<file path="src/rtl/updown_count_display.sv">
// updown_count_display: extends a 4-bit up/down count to 8 bits by tracking wraps.
// It also flags carry, borrow and illegal steps, and drives a 2-digit multiplexed hex display.
module updown_count_display #(
   parameter int REFRESH_DIV = 50000,
   parameter int CNT_W = 16
) (
   input  logic             clock,
   input  logic             Reset,
   input  logic [3:0]       q_in,
   input  logic             down_in,
   output logic [7:0]       ext_count,
   output logic             carry,
   output logic             borrow,
   output logic             step_err,
   output logic [1:0]       an,
   output logic [6:0]       seg
);
   localparam logic [6:0] HEX7 [16] = '{
      7'b1000000, 7'b1111001, 7'b0100100, 7'b0110000,
      7'b0011001, 7'b0010010, 7'b0000010, 7'b1111000,
      7'b0000000, 7'b0010000, 7'b0001000, 7'b0000011,
      7'b1000110, 7'b0100001, 7'b0000110, 7'b0001110
   };
   logic [3:0]       q_prev;
   logic [3:0]       hi_next;
   logic [3:0]       nib;
   logic [CNT_W-1:0] prescaler;
   logic             digit_sel;
   logic             up_wrap;
   logic             dn_wrap;
   logic             legal;
   logic             last;
   // hi lives in ext_count[7:4]; it always equals the tracked upper nibble
   always_comb begin
      up_wrap = q_prev == 4'hF && q_in == 4'h0 && !down_in;
      dn_wrap = q_prev == 4'h0 && q_in == 4'hF && down_in;
      legal   = (q_in == q_prev) ||
                (!down_in && q_in == q_prev + 4'd1) ||
                (down_in && q_in == q_prev - 4'd1);
      hi_next = up_wrap ? ext_count[7:4] + 4'd1 :
                dn_wrap ? ext_count[7:4] - 4'd1 : ext_count[7:4];
      last    = prescaler == CNT_W'(REFRESH_DIV - 1);
      nib     = digit_sel ? ext_count[7:4] : ext_count[3:0];
   end
   always_ff @(posedge clock) begin
      if (Reset) begin
         q_prev    <= 4'h0;
         ext_count <= 8'h00;
         carry     <= 1'b0;
         borrow    <= 1'b0;
         step_err  <= 1'b0;
      end else begin
         q_prev    <= q_in;
         ext_count <= {hi_next, q_in};
         carry     <= up_wrap;
         borrow    <= dn_wrap;
         step_err  <= step_err | ~legal;
      end
   end
   // display refresh: outputs follow the digit selected before this edge
   always_ff @(posedge clock) begin
      if (Reset) begin
         prescaler <= '0;
         digit_sel <= 1'b0;
         an        <= 2'b10;
         seg       <= 7'b1000000;
      end else begin
         prescaler <= last ? '0 : prescaler + CNT_W'(1);
         digit_sel <= digit_sel ^ last;
         an        <= digit_sel ? 2'b01 : 2'b10;
         seg       <= HEX7[nib];
      end
   end
endmodule

</file>
<file path="config.mk">
export PLATFORM = sky130hd
export DESIGN_NAME = updown_count_display
export DESIGN_NICKNAME = d
export VERILOG_FILES = /design/src/rtl/updown_count_display.sv
export SDC_FILE = /design/constraint.sdc
export NUM_CORES = 1
export LEC_CHECK = 0
export ABC_AREA = 0
export ABC_CLOCK_PERIOD_IN_PS = 2150
export CAP_MARGIN = 25
export CORE_ASPECT_RATIO = 0.7
export CORE_UTILIZATION = 40
export DETAILED_ROUTE_END_ITERATION = 7
export PLACE_DENSITY_LB_ADDON = 0.1
export SLEW_MARGIN = 5
export SYNTH_ARGS = -nofsm -noshare
export SYNTH_HDL_FRONTEND = slang
export SYNTH_SLANG_ARGS = --single-unit
</file>
<file path="constraint.sdc">
create_clock -name clock -period 2.15 [get_ports clock]
set_clock_uncertainty 0.15 [all_clocks]
set_input_delay 0.215 -clock clock [delete_from_list [all_inputs] [get_ports clock]]
set_output_delay 0.215 -clock clock [all_outputs]
set_load 0.005 [all_outputs]
</file>
# Word-level counts from Yosys, hierarchy flattened
# Memory sizes are Yosys's and may differ from the RTL's. A register that Yosys moved wholly into a read port is not among the register bits.
# Cells that the tools add are included.
[totals]
ff_bits = 30
latch_bits = 0
rom_bits = 112
memories = 1
ram_bits = 0
output_inout_bits = 20
input_bits = 7
[op_classes]
eq_ne = 6
mux = 4
bitwise_logic = 4
magnitude_cmp = 0
n_reduce_logical = 13
mul = 0
add_sub_neg = 5
n_shift = 0
div_mod_pow = 0
[mem_list]
columns = ["memory", "depth", "word_bits", "rd", "rd_ports_with_merged_regs", "wr", "line", "source"]
rows = [
  ["(no name shown)", 16, 7, 1, 1, 0, "71", "seg <= HEX7[nib];"],
]
[op_table]
columns = ["cell", "count"]
rows = [
  ["$add A16 B1 Y16 const B", 1],
  ["$eq A16 B16 Y1 const B", 1],
  ["$eq A4 B4 Y1", 3],
  ["$mux W4", 3],
  ["$add A4 B1 Y4 const B", 2],
  ["$eq A4 B4 Y1 const B", 2],
  ["$logic_not A4 Y1", 2],
  ["$sub A4 B1 Y4 const B", 2],
  ["$logic_and A1 B1 Y1", 6],
  ["$not A4 Y5", 1],
  ["$logic_or A1 B1 Y1", 2],
  ["$mux W2", 1],
  ["$reduce_bool A2 Y1", 1],
  ["$reduce_or A2 Y1", 1],
  ["$logic_not A1 Y1", 1],
  ["$not A1 Y1", 1],
  ["$or A1 B1 Y1", 1],
  ["$xor A1 B1 Y1", 1],
]

# Longest topological paths before layout
[logic_depth]
ltp_word = 7
mapped_depth = 9
depth_no_buf = 9

# Least setup slack after synthesis
# OpenSTA, ideal clock, no wires.
[synth_timing]
kind = "reg2reg"
start = "reg, netlist name ext_count[1]"
end = "reg ext_count[7]"
period_less_slack_ns = 2.321
setup_slack_ns = -0.171
path_stages_with_launch = 10
arrival_ns = 2.043
path_cell_list = "dfxtp_1 > ha_1 > nor4b_1 > nand2_1 > ha_1 > a21o_1 > a21oi_1 > mux2i_1 > xnor2_1 > nor2_1"
[synth_rtl]
columns = ["item", "line", "source"]
rows = [
  ["end signal: assignment", "54", "ext_count <= {hi_next, q_in};"],
  ["end: declaration", "11", "output logic [7:0] ext_count,"],
]

# Worst setup path after layout
[layout_timing]
start = "in q_in[3]"
end = "reg ext_count[7]"
[layout_between]
elab_chain_cells = 4
[layout_rtl]
columns = ["item", "line", "source"]
rows = [
  ["start: declaration", "9", "input logic [3:0] q_in,"],
  ["$eq A4 B4 Y1 / $logic_not A4 Y1 (equally long branches)", "36, 35", ""],
  ["$logic_and A1 B1 Y1, on equally long branches (2 in a row)", "36, 35", ""],
  ["$reduce_bool A2 Y1 (no line) / $mux W4 (equally long branches)", "--", ""],
]
# Parallel ways exist; a longest one is shown, timed or not.
# A chain may end at the register's enable or synchronous reset.

==> metrics.yaml <==
fin_crit_sh_pct: 96.5
drc: 0
antenna_found_initial: 0
htree_levels: 2
grt_pass1_vias: 1421
cp_top_family: "simple AND/OR/NAND/NOR gates"
drive_gt1_share_pct: 14.9
wl_per_cell_um: 13.1
routed-via-count: 1493
power.leakage_nw: 0.927
dp_slack_ps: -368
p_total_mw: 1.36
antennaDiodeCount: 0
yosysWarningCount: 0
core_region_area_sq_um: 4350
cts.sinks: 37
p_int_mw: 1.02
path_class: "input pin to register"
clk_latency_ps: 290
syn_avg_cell_area_sq_um: 8.99
switching_share_pct: 25.0
final.fill_count: 415
io-pin-count: 27
crit_path_end_kind: "register"
synth_fa_ha_area_share_pct: 10.1
crit_path_max_fanout: 2
timing.critical_path.arrival_ps: 2100
p_per_area_nw_per_um2: 566
postRouteAntennaNets: 0
root_buffer: "clkbuf_8"
ctsHoldBuffers: 0
drt_iter0_drc: 59
seqPwrFrac_pct: 52.6
fin_util_pct: 55.3
numPortBuffers: 26
grt_max_degree: 22
p_comb_share_pct: 13.4
yosysUniqueCellTypes: 33
fmax_ghz: 0.482
start_util_pct: 41.7
clk_path_buf_depth: 2
grt_usage_pct: 18.9
synthMuxAreaShare_pct: 3.45
hpwl_um: 2960
syn-cell-area_sq_um: 1820
p_sw_mw: 0.341
ys_seq_area_share_pct: 40.8
r2r_start: "ext_count[1]"
tightest_slew_ps: 449
synth_edf_count: 0
die_w_um: 82.5
hold_start: "q_in[2]"
clkPwrFrac_pct: 34.1
grt_pass1_wl_um: 6760
place_congestion: 0.842
syn_nets: 223
ys.flop_type: "dfxtp_1"
critPathLaunch: "q_in[3]"
clkSlewWorstSetupHoldPaths_ps: 70
crit_chain: "clkdlybuf4s50_1 -> nor4b_4 -> nand2_2 -> ha_4 -> a21o_1 -> a21oi_2 -> mux2i_1 -> xnor2_1 -> nor2_1"
synth_top_family_by_area: "simple AND/OR/NAND/NOR gates"
setup_viol: 0
fin_hold_ws_ps: 253
vias_per_cell: 4.93
dieHeight_um: 58.4
slowest_delay_ps: 460
status: "finished, final reports clean"
critPathLaunchType: "input pin"
cts_buffers: 5
wirelength_um: 3980
synth_compound_area_share_pct: 7.17
vdd_drop_max_uv: 288
finalHoldViolCount: 0
slew_headroom_pct: 69.9
die_area_sq_um: 4820
syn_to_final_growth_pct: 32.5
synth-simple-area-share_pct: 22.8
ys_ff_latch: 37
critPathBufInv: 1
synthCells: 202
grt_overflow: 0
async_reset_ff_share_pct: 0
setup_slack_ps: 76.3
dr.pass1.iters: 4
required_ps: 2170
crit_slowest_cell: "clkdlybuf4s50_1"
drv_cap: 0
hold_class: "input pin to register"
maxSlewViolCount: 0
synth_xor_area_share_pct: 13.0
row_count: 20
fin_crit_ps: 2070
nets: 268
tritoncts: "built"
-- worst register-to-register path, stage by stage, from the launching register on --
cell,delay [ps]
dfxtp_4,360
ha_4,130
nor4b_4,200
nand2_2,120
ha_4,230
a21o_1,160
a21oi_2,130
mux2i_1,250
xnor2_1,160
nor2_1,70
-- what timing repair did --
action | CTS | global route
hold endpoints to repair | 0 | 0
pin swaps | 1 | 7
resized for setup | 4 | 3
setup endpoints to repair | 1 | 1
buffers inserted | 0 | 1
-- per-stage QoR --
stage          std cells  setup TNS [ps]  instance area (sq um)
2_1_floorplan        202               0                   1850
3_3_place_gp         294            -469                   2270
3_5_place_dp         294            -676                   2270
4_1_cts              302               0                   2370
5_1_grt              303           -30.4                   2410
6_report             303               0                   2410
-- cells in the final DEF, fill, tap and decap left out, drive strengths merged, types with 2 or more instances in the layout --
cell type,count
xnor2,13
clkinv,2
nand2b,2
clkbuf,6
nor3b,2
ha,13
nand2,15
nor4,2
mux2i,4
dfxtp,37
xor2,14
a211oi,2
o211ai,2
a22oi,2
mux2,2
a21oi,7
inv,7
nor2b,4
o21ai,3
clkdlybuf4s50,24
nand3,10
a31oi,2
nor3,5
nor2,34
and3,3
nand4,4
dlygate4sd2,2
nor4bb,2
buf,17
-- worst paths after layout --
path              depth (start not counted)            to  slack (ps)
setup / recovery                          9  ext_count[7]          80
hold / removal                            2  ext_count[2]         250
setup reg to reg                          9  ext_count[7]          80
hold reg to reg                           1  prescaler[0]         320
-- flip-flops by register name, indices dropped and copies added (netlist names) --
| register | cells |
|---|---|
| an | 2 |
| borrow | 1 |
| carry | 1 |
| digit_sel | 1 |
| ext_count | 8 |
| prescaler | 16 |
| seg | 7 |
| step_err | 1 |
-- logic make-up (layout without fill, tap and decap cells) --
group                    Yosys count  in the layout
XOR/XNOR                          27             27
adder cells (fa/ha/maj)           14             14
multiplexers                       6              6
buffers and inverters             12             58
AO/OA/AOI/OAI                     20             20
flip-flops                        37             37
AND/OR/NAND/NOR                   86             86
-- final cells by class --
| class | instances | area [sq um] | share of cell area, % |
|---|---|---|---|
| multi-input combinational | 153 | 1090 | 45.3 |
| sequential | 37 | 748 | 31.1 |
| timing repair buffer | 43 | 389 | 16.2 |
| clock buffer | 6 | 72.6 | 3.02 |
| tap | 55 | 68.8 | 2.86 |
| inverter | 7 | 26.3 | 1.09 |
| clock inverter | 2 | 10.0 | 0.416 |
-- synthesized netlist by cell type (3+ instances only) --
master,number,share of area (%)
dfxtp_1,37,41
nor2_1,34,7.0
nand2_1,15,3.1
xor2_1,14,6.8
ha_1,13,9.0
xnor2_1,13,6.3
nand3_1,10,2.8
a21oi_1,7,1.9
inv_1,7,1.4
nor3_1,5,1.4
mux2i_1,4,2.2
nand4_1,4,1.4
nor2b_1,4,1.4
and3_1,3,1.0
buf_2,3,0.83
o21ai_0,3,0.83
-- per-layer routing --
metal  track usage [%]  vias to the layer above  wire length [um]
met2              26.7                       25              1700
met1              27.7                      695              2090
met3              4.96                        5               142
li1                  -                      768                 -
met4              6.65                        0                44
met5                 0                        -                 0
-- power groups by stage --
stage / Sequential, mW / Clock, mW / Combinational [mW]
after floorplan: 0.734 / 0 / 0.0900
after global placement: 0.729 / 0 / 0.177
after detailed placement: 0.730 / 0 / 0.180
after CTS: 0.715 / 0.486 / 0.181
after global routing: 0.717 / 0.511 / 0.201
final: 0.716 / 0.464 / 0.182
Note: power is estimated with default switching activity, not from simulation.
